**src/rtl/dma_pcie_mdma_c2h_axis_arb_pkg.sv**
```systemverilog
// dma_pcie_mdma_c2h_axis_arb_pkg: shared CPM MDMA C2H stream types, arbiter limits and FSM states.
package dma_pcie_mdma_c2h_axis_arb_pkg;
  localparam int C2H_ARB_MAX_SRC = 8;
  localparam int C2H_DATA_W = 64;
  typedef logic [C2H_DATA_W-1:0] mdma_c2h_axis_data_t;
  typedef struct packed {
    logic [10:0] qid;
    logic [2:0]  port_id;
    logic        marker;
    logic [15:0] len;
  } mdma_c2h_axis_ctrl_t;
  typedef struct packed {
    mdma_c2h_axis_data_t data;
    mdma_c2h_axis_ctrl_t ctrl;
    logic                tlast;
    logic [5:0]          mty;
  } c2h_beat_t;
  typedef enum logic {ARB_IDLE, ARB_BUSY} c2h_arb_state_e;
endpackage

```
**src/rtl/dma_pcie_mdma_c2h_axis_arb_if.sv**
```systemverilog
// dma_pcie_mdma_c2h_axis_arb_if: per-source C2H stream inputs and the shared C2H stream output.
interface dma_pcie_mdma_c2h_axis_arb_if #(
  parameter int NUM_SRC = 4
);
  import dma_pcie_mdma_c2h_axis_arb_pkg::*;
  mdma_c2h_axis_data_t [NUM_SRC-1:0]      s_data;
  mdma_c2h_axis_ctrl_t [NUM_SRC-1:0]      s_ctrl;
  logic                [NUM_SRC-1:0]      s_tlast;
  logic                [NUM_SRC-1:0][5:0] s_mty;
  logic                [NUM_SRC-1:0]      s_tvalid;
  logic                [NUM_SRC-1:0]      s_tready;
  mdma_c2h_axis_data_t                    m_data;
  mdma_c2h_axis_ctrl_t                    m_ctrl;
  logic                                   m_tlast;
  logic                [5:0]              m_mty;
  logic                                   m_tvalid;
  logic                                   m_tready;
  modport slave (
    input  s_data, s_ctrl, s_tlast, s_mty, s_tvalid, m_tready,
    output s_tready, m_data, m_ctrl, m_tlast, m_mty, m_tvalid
  );
  modport master (
    output s_data, s_ctrl, s_tlast, s_mty, s_tvalid, m_tready,
    input  s_tready, m_data, m_ctrl, m_tlast, m_mty, m_tvalid
  );
endinterface

```
**src/rtl/dma_pcie_mdma_rr_pick.sv**
```systemverilog
// dma_pcie_mdma_rr_pick: combinational round-robin pick of the first requester at or after ptr.
module dma_pcie_mdma_rr_pick #(
  parameter int N = 4,
  parameter int W = $clog2(N)
) (
  input  logic [N-1:0] req,
  input  logic [W-1:0] ptr,
  output logic         vld,
  output logic [W-1:0] idx
);
  always_comb begin
    vld = 1'b0;
    idx = '0;
    for (int k = N - 1; k >= 0; k--) begin
      if (req[(int'(ptr) + k) % N]) begin
        vld = 1'b1;
        idx = W'((int'(ptr) + k) % N);
      end
    end
  end
endmodule

```
**src/rtl/dma_pcie_mdma_c2h_axis_arb.sv**
```systemverilog
// dma_pcie_mdma_c2h_axis_arb: round-robin packet arbiter merging NUM_SRC C2H streams onto one
// registered stream; a granted source owns the output until its tlast beat is accepted.
module dma_pcie_mdma_c2h_axis_arb
  import dma_pcie_mdma_c2h_axis_arb_pkg::*;
#(
  parameter int NUM_SRC = 4,
  parameter int SRC_W   = $clog2(NUM_SRC)
) (
  input  logic                         clk,
  input  logic                         rst_n,
  dma_pcie_mdma_c2h_axis_arb_if.slave  bus,
  output logic [SRC_W-1:0]             grant_idx,
  output logic                         busy,
  output logic [15:0]                  pkt_cnt
);
  c2h_arb_state_e   state_q, state_d;
  logic [SRC_W-1:0] rr_ptr_q, rr_ptr_d, grant_q, grant_d, pick_idx, src;
  logic [15:0]      pkt_cnt_q, pkt_cnt_d;
  c2h_beat_t        out_q, out_d, in_beat;
  logic             m_tvalid_q, m_tvalid_d;
  logic             out_en, pick_vld, sel, acc, last;

  dma_pcie_mdma_rr_pick #(.N(NUM_SRC), .W(SRC_W)) u_pick (
    .req(bus.s_tvalid),
    .ptr(rr_ptr_q),
    .vld(pick_vld),
    .idx(pick_idx)
  );

  // s_tready is gated by rst_n so nothing looks accepted while reset is held
  always_comb begin
    out_en       = !m_tvalid_q || bus.m_tready;
    src          = state_q == ARB_BUSY ? grant_q : pick_idx;
    sel          = state_q == ARB_BUSY || pick_vld;
    acc          = sel && bus.s_tvalid[src] && out_en;
    in_beat      = {bus.s_data[src], bus.s_ctrl[src], bus.s_tlast[src], bus.s_mty[src]};
    last         = acc && in_beat.tlast;
    state_d      = acc ? (in_beat.tlast ? ARB_IDLE : ARB_BUSY) : state_q;
    grant_d      = acc ? src : grant_q;
    rr_ptr_d     = last ? (32'(src) == NUM_SRC - 1 ? '0 : src + 1'b1) : rr_ptr_q;
    pkt_cnt_d    = pkt_cnt_q + {15'd0, last};
    m_tvalid_d   = out_en ? acc : m_tvalid_q;
    out_d        = acc ? in_beat : out_q;
    bus.s_tready = (sel && out_en && rst_n) ? NUM_SRC'(1) << src : '0;
  end

  always_ff @(posedge clk or negedge rst_n) begin
    if (!rst_n) begin
      state_q    <= ARB_IDLE;
      rr_ptr_q   <= '0;
      grant_q    <= '0;
      pkt_cnt_q  <= '0;
      m_tvalid_q <= 1'b0;
      out_q      <= '0;
    end else begin
      state_q    <= state_d;
      rr_ptr_q   <= rr_ptr_d;
      grant_q    <= grant_d;
      pkt_cnt_q  <= pkt_cnt_d;
      m_tvalid_q <= m_tvalid_d;
      out_q      <= out_d;
    end
  end

  assign grant_idx    = grant_q;
  assign busy         = state_q == ARB_BUSY;
  assign pkt_cnt      = pkt_cnt_q;
  assign bus.m_tvalid = m_tvalid_q;
  assign bus.m_data   = out_q.data;
  assign bus.m_ctrl   = out_q.ctrl;
  assign bus.m_tlast  = out_q.tlast;
  assign bus.m_mty    = out_q.mty;
endmodule

```
**src/flat_wrapper.sv**
```systemverilog
// flat-port wrapper written by rule: the top's interface ports become plain ports
module dma_pcie_mdma_c2h_axis_arb_flat import dma_pcie_mdma_c2h_axis_arb_pkg::*;
#(
  parameter int NUM_SRC = 4,
  parameter int SRC_W   = $clog2(NUM_SRC)
)
  (clk, rst_n, grant_idx, busy, pkt_cnt, bus_s_data, bus_s_ctrl, bus_s_tlast, bus_s_mty, bus_s_tvalid, bus_m_tready, bus_s_tready, bus_m_data, bus_m_ctrl, bus_m_tlast, bus_m_mty, bus_m_tvalid);
  dma_pcie_mdma_c2h_axis_arb_if #(.NUM_SRC(NUM_SRC)) bus_i ();
  input  logic clk;
  input  logic rst_n;
  output logic [SRC_W-1:0] grant_idx;
  output logic busy;
  output logic [15:0] pkt_cnt;
  input wire logic [$bits(bus_i.s_data)-1:0] bus_s_data;
  input wire logic [$bits(bus_i.s_ctrl)-1:0] bus_s_ctrl;
  input wire logic [$bits(bus_i.s_tlast)-1:0] bus_s_tlast;
  input wire logic [$bits(bus_i.s_mty)-1:0] bus_s_mty;
  input wire logic [$bits(bus_i.s_tvalid)-1:0] bus_s_tvalid;
  input wire logic [$bits(bus_i.m_tready)-1:0] bus_m_tready;
  output wire logic [$bits(bus_i.s_tready)-1:0] bus_s_tready;
  output wire logic [$bits(bus_i.m_data)-1:0] bus_m_data;
  output wire logic [$bits(bus_i.m_ctrl)-1:0] bus_m_ctrl;
  output wire logic [$bits(bus_i.m_tlast)-1:0] bus_m_tlast;
  output wire logic [$bits(bus_i.m_mty)-1:0] bus_m_mty;
  output wire logic [$bits(bus_i.m_tvalid)-1:0] bus_m_tvalid;
  assign bus_i.s_data = bus_s_data;
  assign bus_i.s_ctrl = bus_s_ctrl;
  assign bus_i.s_tlast = bus_s_tlast;
  assign bus_i.s_mty = bus_s_mty;
  assign bus_i.s_tvalid = bus_s_tvalid;
  assign bus_i.m_tready = bus_m_tready;
  assign bus_s_tready = bus_i.s_tready;
  assign bus_m_data = bus_i.m_data;
  assign bus_m_ctrl = bus_i.m_ctrl;
  assign bus_m_tlast = bus_i.m_tlast;
  assign bus_m_mty = bus_i.m_mty;
  assign bus_m_tvalid = bus_i.m_tvalid;
  dma_pcie_mdma_c2h_axis_arb #(.NUM_SRC(NUM_SRC), .SRC_W(SRC_W)) u_core (.clk(clk), .rst_n(rst_n), .bus(bus_i), .grant_idx(grant_idx), .busy(busy), .pkt_cnt(pkt_cnt));
endmodule
```
**config.mk**
```make
export PLATFORM = sky130hd
export DESIGN_NAME = dma_pcie_mdma_c2h_axis_arb_flat
export DESIGN_NICKNAME = d
export VERILOG_FILES = /design/src/rtl/dma_pcie_mdma_c2h_axis_arb_pkg.sv /design/src/rtl/dma_pcie_mdma_c2h_axis_arb_if.sv /design/src/rtl/dma_pcie_mdma_rr_pick.sv /design/src/rtl/dma_pcie_mdma_c2h_axis_arb.sv /design/src/flat_wrapper.sv
export SDC_FILE = /design/constraint.sdc
export NUM_CORES = 1
export LEC_CHECK = 0
export CAP_MARGIN = 20
export CORE_AREA = 2 2 208 210
export DETAILED_ROUTE_END_ITERATION = 12
export DIE_AREA = 0 0 210 212
export DONT_BUFFER_PORTS = 1
export HOLD_SLACK_MARGIN = 0.15
export PLACE_DENSITY = 0.34
export SYNTH_ARGS = -nofsm -noshare
export SYNTH_HDL_FRONTEND = slang
export SYNTH_SLANG_ARGS = --single-unit
export TNS_END_PERCENT = 1
```
**constraint.sdc**
```tcl
create_clock -name clk -period 2.9 [get_ports clk]
set_input_delay 0.145 -clock clk [delete_from_list [all_inputs] [get_ports clk]]
set_output_delay 0.145 -clock clk [all_outputs]
set_load 0.05 [all_outputs]
```
==> qor.yml, run 1 <==
synth:
  synth-async-reset-ratio: 1.00
  syn_inst: 674
  synth.most_common_cell: "mux2i_1"
  synth_edf_count: 0
  ys.flop_type: "dfrtp_1"
  synth_cell_types: 37
  netlist_top_cells_area: "dfrtp_1 36%, mux2i_1 36%, mux2_2 8.7%"
  synth_top_area_share: 0.364
  ys_seq_area_frac: 0.364
  syn_avg_cell_area_sq_um: 12.6
  syn_area_sq_mm: 0.00852
  synth_top_cell_by_area: "dfrtp_1"
  synth_commonest_cells: "305 x mux2i_1, 124 x dfrtp_1, 66 x mux2_2, 35 x mux2_4, 19 x buf_6"
  syn-num-nets: 1095
  ys_warn_count: 0
  postSynthRegisterBits: 124
die:
  die_y_um: 212
  rows: 76
  io_pins: 541
  initial_core_util: 0.200
  die_w_um: 210
outcome:
  stop_stage: "4_1_cts"
  firstError: "[ERROR RSZ-0060] Max buffer count reached."
  status: "did not finish"
clock_network:
  hold_buffers: 248
  cts_buffers: 17
  cts_setup_buffers: 0
  cts_max_path_buffers: 2
  clock-root-buffer: "clkbuf_16"
  clock-sinks: 124
  cts-htree-levels: 4
  cts-resized-gates: 2
placement:
  place_congestion: 0.767
  dpl_cell_area_sq_mm: 0.00906
  numPortBuffers: 0
  hpwl_mm: 19.4
  dp_cells: 1203
==> logic make-up after synthesis <==
family	count (synthesis)	synth area share
AO/OA/AOI/OAI	17	0.0144
XOR/XNOR	14	0.0144
adder cells (fa/ha/maj)	6	0.00882
buffers and inverters	56	0.0582
flip-flops	124	0.364
multiplexers	407	0.509
AND/OR/NAND/NOR	50	0.0310
==> through the flow <==
step                setup WS, ps  TNS, ps
floorplan                   -195     -593
detailed placement         -43.6    -43.6
global placement            20.5        0
==> inputs of run 2 (changes only) <==
--- a/config.mk
+++ b/config.mk
@@ -6,12 +6,11 @@
 export NUM_CORES = 1
 export LEC_CHECK = 0
 export CAP_MARGIN = 20
-export CORE_AREA = 2 2 208 210
+export CORE_AREA = 2 2 212 214
 export DETAILED_ROUTE_END_ITERATION = 12
-export DIE_AREA = 0 0 210 212
+export DIE_AREA = 0 0 214 216
 export DONT_BUFFER_PORTS = 1
-export HOLD_SLACK_MARGIN = 0.15
-export PLACE_DENSITY = 0.34
+export PLACE_DENSITY_LB_ADDON = 0.15
 export SYNTH_ARGS = -nofsm -noshare
 export SYNTH_HDL_FRONTEND = slang
 export SYNTH_SLANG_ARGS = --single-unit
==> constraint.sdc (replaced) <==
create_clock -name clk -period 3.75 [get_ports clk]
set_input_delay 0.1875 -clock clk [delete_from_list [all_inputs] [get_ports clk]]
set_output_delay 0.1875 -clock clk [all_outputs]
set_load 0.05 [all_outputs]
==> run 2 against run 1 <==
  * The flow now finishes without violations
  * Synthesized cell count unchanged
  * Synthesized area unchanged
==> qor.yml, run 2 <==
clock_network:
  cts_tree: "yes"
  cts_setup_buffers: 0  # unchanged
  cts_max_path_buffers: 2  # unchanged
  clk_pin_slew_ps: 70
  clock-root-buffer: "clkbuf_16"
  cts_buffers: 17  # unchanged
  worstSkewPairLatency_ps: 430
  cts-htree-levels: 4  # unchanged
  cts-resized-gates: 0  # -2
  hold_buffers: 3  # -99%
  clock-sinks: 124  # unchanged
die:
  initial_core_util: 0.194  # -0.00608
  rows: 77  # +1.3%
  die_y_um: 216  # +1.9%
  dieArea_sq_mm: 0.0462
  die_w_um: 214  # +1.9%
  coreArea_sq_mm: 0.0438
  io_pins: 541  # unchanged
placement:
  numPortBuffers: 0  # unchanged
  dp_slack_ps: 473  # +517 ps
  hpwl_mm: 20.3  # +4.9%
  dp_cells: 1245  # +3.5%
  dpl_cell_area_sq_mm: 0.00906  # about the same
  place_congestion: 0.765  # -0.23%
layout:
  drive_gt1_frac: 0.241
  area_growth_syn_to_layout_pct: 14.2
  nets: 1096
  final_common_cell: "mux2i_1"
  fin_cells: 1280
  largest_reg_flops: 64
  fillers: 4732
  finalCoreUtilization: 0.222
  num_antenna_cells: 0
  final_cell_mix: "305 x mux2i_1, 124 x dfrtp_1, 66 x mux2_2"
  stdcell_area_sq_mm: 0.00973
worst_setup_path:
  endpoint_kind: "register"
  crit_chain: "inv_1 > or4_4 > a311oi_1 > a21oi_1 > a221oi_4 > ha_1 > and3_1 > nand3_1 > nor2_1 > and3_1 > nand3_1 > xnor2_1"
  critical_path_class: "reg2reg"
  critPathBufInv: 1
  cp_top_family: "simple AND/OR/NAND/NOR gates"
  cp.depth: 12
  worstPathArrival_ps: 3550
  slowest_stage: "or4_4"
  crit_fanout: 4
  ff2ff_path_depth: 12
  crit_path_start_kind: "register"
  critical-path-max-stage-delay_ps: 520
  required_ps: 4040
sta:
  finalHoldViolCount: 0
  fmax_ghz: 0.307
  finalCritPeriodShare: 0.870
  worstMarginPinSlew_ps: 810
  rsz0062_at_grt: "no"
  report.final.slew_viol_count: 0
  max_slew_margin: 0.460
  hold_slack_ps: 84.3
  setup_violations: 0
  setup_slack_ps: 488
  min_period_ps: 3260
  setup_tns_ps: 0
  finalClockSkew_ps: 9.70
drt:
  drc_errors: 0
  vias: 5365
  drt_wl_total_mm: 26.0
  via_per_inst: 4.19
  drtAntennaViolNets: 0
  wire_per_inst_um: 20.3
  first_pass_iters: 4
  drt_iter0_markers: 160
synth:
  ys_warn_count: 0  # unchanged
  syn_avg_cell_area_sq_um: 12.6  # unchanged
  ys.flop_type: "dfrtp_1"
  synth_cell_types: 37  # unchanged
  synth.most_common_cell: "mux2i_1"
  synth_top_area_share: 0.364  # unchanged
  syn-num-nets: 1095  # unchanged
  synth_top_cell_by_area: "dfrtp_1"
  synth-async-reset-ratio: 1.00  # unchanged
  synth_commonest_cells: "305 x mux2i_1, 124 x dfrtp_1, 66 x mux2_2, 35 x mux2_4, 19 x buf_6"
  syn_inst: 674  # unchanged
  synth_edf_count: 0  # unchanged
  postSynthRegisterBits: 124  # unchanged
  syn_area_sq_mm: 0.00852  # unchanged
  ys_seq_area_frac: 0.364  # unchanged
  netlist_top_cells_area: "dfrtp_1 36%, mux2i_1 36%, mux2_2 8.7%"
outcome:
  status: "completed"
min_path:
  hp-class: "in2reg"
  hold_path_depth: 3
power:
  p_leak_nw: 4.26
  power_density_mw_per_mm2: 1260
  p_clk_frac: 0.142
  ir_worst_vdd_uv: 637
  totalPowerFinal_mw: 12.3
  sw_frac_of_total: 0.499
  seq_power_share: 0.386
  p_sw_mw: 6.12
  internal-power_mw: 6.14
  combinationalPowerShare: 0.472
global_route:
  grt_pass1_vias: 5889
  grt_max_degree: 125
  antenna_found_initial: 0
  grt-ovfl-total: 0
  grt_first_pass_wirelength_mm: 38.4
  grt_use_total: 0.111
flow_run:
  cap_violations: 0
[run 2: cell counts after synthesis]
Identical to the previous run, type by type.
[run 2: worst register-to-register path, delay by kind of cell (launching register included)]
family / cells / cell delay, ps
adder cells (fa/ha/maj): 1 / 230
buffers and inverters: 1 / 80
AND/OR/NAND/NOR: 6 / 1440
AO/OA/AOI/OAI: 3 / 840
flip-flops: 1 / 370
XOR/XNOR: 1 / 160
[run 2: cells by family (layout without fill, tap and decap cells)]
family,after synthesis,after routing,synth area share
multiplexers,407,407,0.509
AO/OA/AOI/OAI,17,17,0.0144
flip-flops,124,124,0.364
adder cells (fa/ha/maj),6,6,0.00882
buffers and inverters,56,70,0.0582
AND/OR/NAND/NOR,50,50,0.0310
XOR/XNOR,14,14,0.0144
[run 2: cell type report]
type	instances	area, sq um	area share
multi-input combinational	494	4920	0.506
sequential	124	3100	0.319
tap	592	741	0.0762
clock buffer	17	425	0.0437
timing repair buffer	29	305	0.0314
clock inverter	15	188	0.0193
inverter	9	38.8	0.00399
[run 2: power groups by stage]
stage | registers [mW] | logic [mW] | clock network, mW
after global routing | 4.82 | 6.32 | 1.90
after detailed placement | 4.80 | 5.86 | 0
final | 4.73 | 5.78 | 1.75
after CTS | 4.78 | 5.90 | 1.84
after floorplan | 4.53 | 5.14 | 0
after global placement | 4.83 | 5.84 | 0
[run 2: path summary, 6_finish.rpt]
kind,from,end,slack (ps)
max reg2reg,u_core.rr_ptr_q[0],u_core.pkt_cnt[11],490
max in group asynchronous,rst_n,u_core.bus.m_data[37],2740
max,u_core.rr_ptr_q[0],u_core.pkt_cnt[11],490
min,bus_s_data[117],u_core.bus.m_data[53],80
min reg2reg,u_core.grant_idx[0],u_core.grant_idx[0],600
min in group asynchronous,rst_n,u_core.bus.m_data[13],300
[run 2: per-layer routing]
layer  wire [um]  track usage  up-vias
met2       13500        0.192      225
met1       10500        0.128     2647
li1            -            -     2484
met5           0            0        -
met4         227       0.0303        0
met3        1760       0.0397        9
Power figures use the tool's default switching activity.
==> inputs of run 3 (changes only) <==
==> constraint.sdc (replaced) <==
create_clock -name clk -period 3.6 [get_ports clk]
set_input_delay 0.18 -clock clk [delete_from_list [all_inputs] [get_ports clk]]
set_output_delay 0.18 -clock clk [all_outputs]
set_load 0.05 [all_outputs]
==> run 3 against run 2 <==
  * Largest power group unchanged
  * Largest cell class unchanged
  * Critical path depth unchanged
  * First-iteration DRC count down 11%
  * Clock skew about the same
==> qor.yml, run 3 (synthesized netlist as in run 2, its figures left out) <==
outcome:
  status: "completed"
drt:
  drtAntennaViolNets: 0  # unchanged
  wire_per_inst_um: 20.5  # +0.73%
  drt_iter0_markers: 142  # -11%
  vias: 5382  # +0.32%
  drc_errors: 0  # unchanged
  drt_wl_total_mm: 26.2  # +0.49%
  via_per_inst: 4.21  # +0.55%
  first_pass_iters: 4  # unchanged
global_route:
  met2_usage: 0.188  # -0.00411
  grt_use_total: 0.112  # +0.00108
  grt_pass1_vias: 5690  # -3.4%
  grtUsageMet3: 0.0421  # +0.00240
  grt-busiest-layer: "met2"
  grt.met1_usage: 0.127  # -0.000729
  antenna_found_initial: 0  # unchanged
  grt_max_degree: 125  # unchanged
  grt-ovfl-total: 0  # unchanged
  grt_first_pass_wirelength_mm: 38.0  # -0.81%
layout:
  num_antenna_cells: 0  # unchanged
  largest_reg_flops: 64  # unchanged
  final_cell_mix: "305 x mux2i_1, 124 x dfrtp_1, 66 x mux2_2"
  area_growth_syn_to_layout_pct: 13.6
  drive_gt1_frac: 0.232  # -0.00916
  nets: 1094  # -0.18%
  finalCoreUtilization: 0.221  # -0.00109
  fillers: 4735  # +0.063%
  final_common_cell: "mux2i_1"
placement:
  dp_slack_ps: 382  # -91.2 ps
  hpwl_mm: 20.2  # -0.45%
  numPortBuffers: 0  # unchanged
  place_congestion: 0.768  # +0.37%
clock_network:
  cts-htree-levels: 4  # unchanged
  worstSkewPairLatency_ps: 460  # +30 ps
  clock-sinks: 124  # unchanged
  clk_pin_slew_ps: 60  # about the same
  clock-root-buffer: "clkbuf_16"
  cts_tree: "yes"
  cts-resized-gates: 0  # unchanged
  cts_buffers: 17  # unchanged
  cts_setup_buffers: 0  # unchanged
  hold_buffers: 3  # unchanged
  cts_max_path_buffers: 2  # unchanged
sta:
  finalClockSkew_ps: 9.30  # -0.393 ps
  finalHoldViolCount: 0  # unchanged
  worstMarginPinSlew_ps: 858  # +47.8 ps
  max_slew_margin: 0.428  # -0.0319
  min_period_ps: 3210  # -51.4 ps
  finalCritPeriodShare: 0.892  # +0.0219
  report.final.slew_viol_count: 0  # unchanged
  setup_slack_ps: 390  # -98.6 ps
  setup_violations: 0  # unchanged
  fmax_ghz: 0.312  # +1.6%
  setup_tns_ps: 0  # unchanged
  rsz0062_at_grt: "no"
worst_setup_path:
  ff2ff_path_depth: 12  # unchanged
  slowest_stage: "or4_4"
  crit_chain: "inv_1 > or4_4 > and3_4 > mux2i_1 > a221oi_4 > ha_1 > and3_1 > nand3_1 > nor2_1 > and3_1 > nand3_1 > xnor2_1"
  critical_path_class: "reg2reg"
  worstPathArrival_ps: 3540  # about the same
  endpoint_kind: "register"
  crit_fanout: 6  # +2
  crit_path_start_kind: "register"
  required_ps: 3930  # -110 ps
  critical-path-max-stage-delay_ps: 520  # about the same
die:
  initial_core_util: 0.194  # unchanged
  io_pins: 541  # unchanged
  dieArea_sq_mm: 0.0462  # unchanged
  rows: 77  # unchanged
  die_y_um: 216  # unchanged
  coreArea_sq_mm: 0.0438  # unchanged
  die_w_um: 214  # unchanged
min_path:
  hold_path_depth: 3  # unchanged
  hp-class: "in2reg"
power:
  p_sw_mw: 6.31  # +3.0%
  internal-power_mw: 6.36  # +3.6%
  p_leak_nw: 4.24  # -0.49%
  combinationalPowerShare: 0.475  # +0.003
  sw_frac_of_total: 0.498  # -0.00139
  power_density_mw_per_mm2: 1310  # +3.8%
  totalPowerFinal_mw: 12.7  # +3.3%
  ir_worst_vdd_uv: 920  # +44%
  p_clk_frac: 0.137  # -0.005
  seq_power_share: 0.389  # +0.003
flow_run:
  cap_violations: 0  # unchanged
## run 3: cell type report
class	count	area [sq um]	area share
multi-input combinational	494	4920	0.509
sequential	124	3100	0.321
clock inverter	6	85.1	0.00879
timing repair buffer	27	290	0.0300
clock buffer	25	495	0.0512
tap	592	741	0.0765
inverter	9	38.8	0.00401
## run 3: path summary, 6_finish.rpt
| kind | startpoint | endpoint | slack (ps) |
|---|---|---|---|
| min in group asynchronous | rst_n | u_core.pkt_cnt[14] | 330 |
| worst max-delay path | u_core.rr_ptr_q[0] | u_core.pkt_cnt[11] | 390 |
| max in group asynchronous | rst_n | u_core.bus.m_ctrl[1] | 2730 |
| worst max register to register | u_core.rr_ptr_q[0] | u_core.pkt_cnt[11] | 390 |
| worst min register to register | u_core.rr_ptr_q[1] | u_core.rr_ptr_q[1] | 580 |
| worst min-delay path | bus_s_data[114] | u_core.bus.m_data[50] | 50 |
## run 3: power by group through the flow
stage	Sequential [mW]	Clock [mW]	Combinational, mW
3_5_place_dp	4.99	0	6.09
6_report	4.92	1.73	6.01
5_1_grt	5.01	1.88	6.54
2_1_floorplan	4.72	0	5.35
4_1_cts	4.97	1.81	6.14
3_3_place_gp	5.03	0	6.09
## run 3: stage by stage
| step | area [sq um] | hold WS [ps] | instances |
|---|---|---|---|
| floorplan | 8520 | -116 | 674 |
| global placement | 9050 | -113 | 1243 |
| detailed placement | 9050 | -114 | 1243 |
| finish | 9680 | 50.8 | 1277 |
| CTS | 9680 | 10.1 | 1277 |
| global route | 9680 | 34.8 | 1277 |
## run 3: worst max-delay path: cells and delay by family (launching register included)
kind            cells  cell delay (ps)
xor+xnor            1              160
compound gates      1              350
buf+inv             1               80
fa+ha+maj           1              250
mux                 1              160
flops               1              370
simple gates        7             1700
## run 3: routing by layer
| layer | wire length [um] | part of all wire |
|---|---|---|
| met1 | 10500 | 0.40 |
| met3 | 1830 | 0.070 |
| met2 | 13400 | 0.51 |
| met4 | 432 | 0.017 |
| met5 | 0 | 0 |
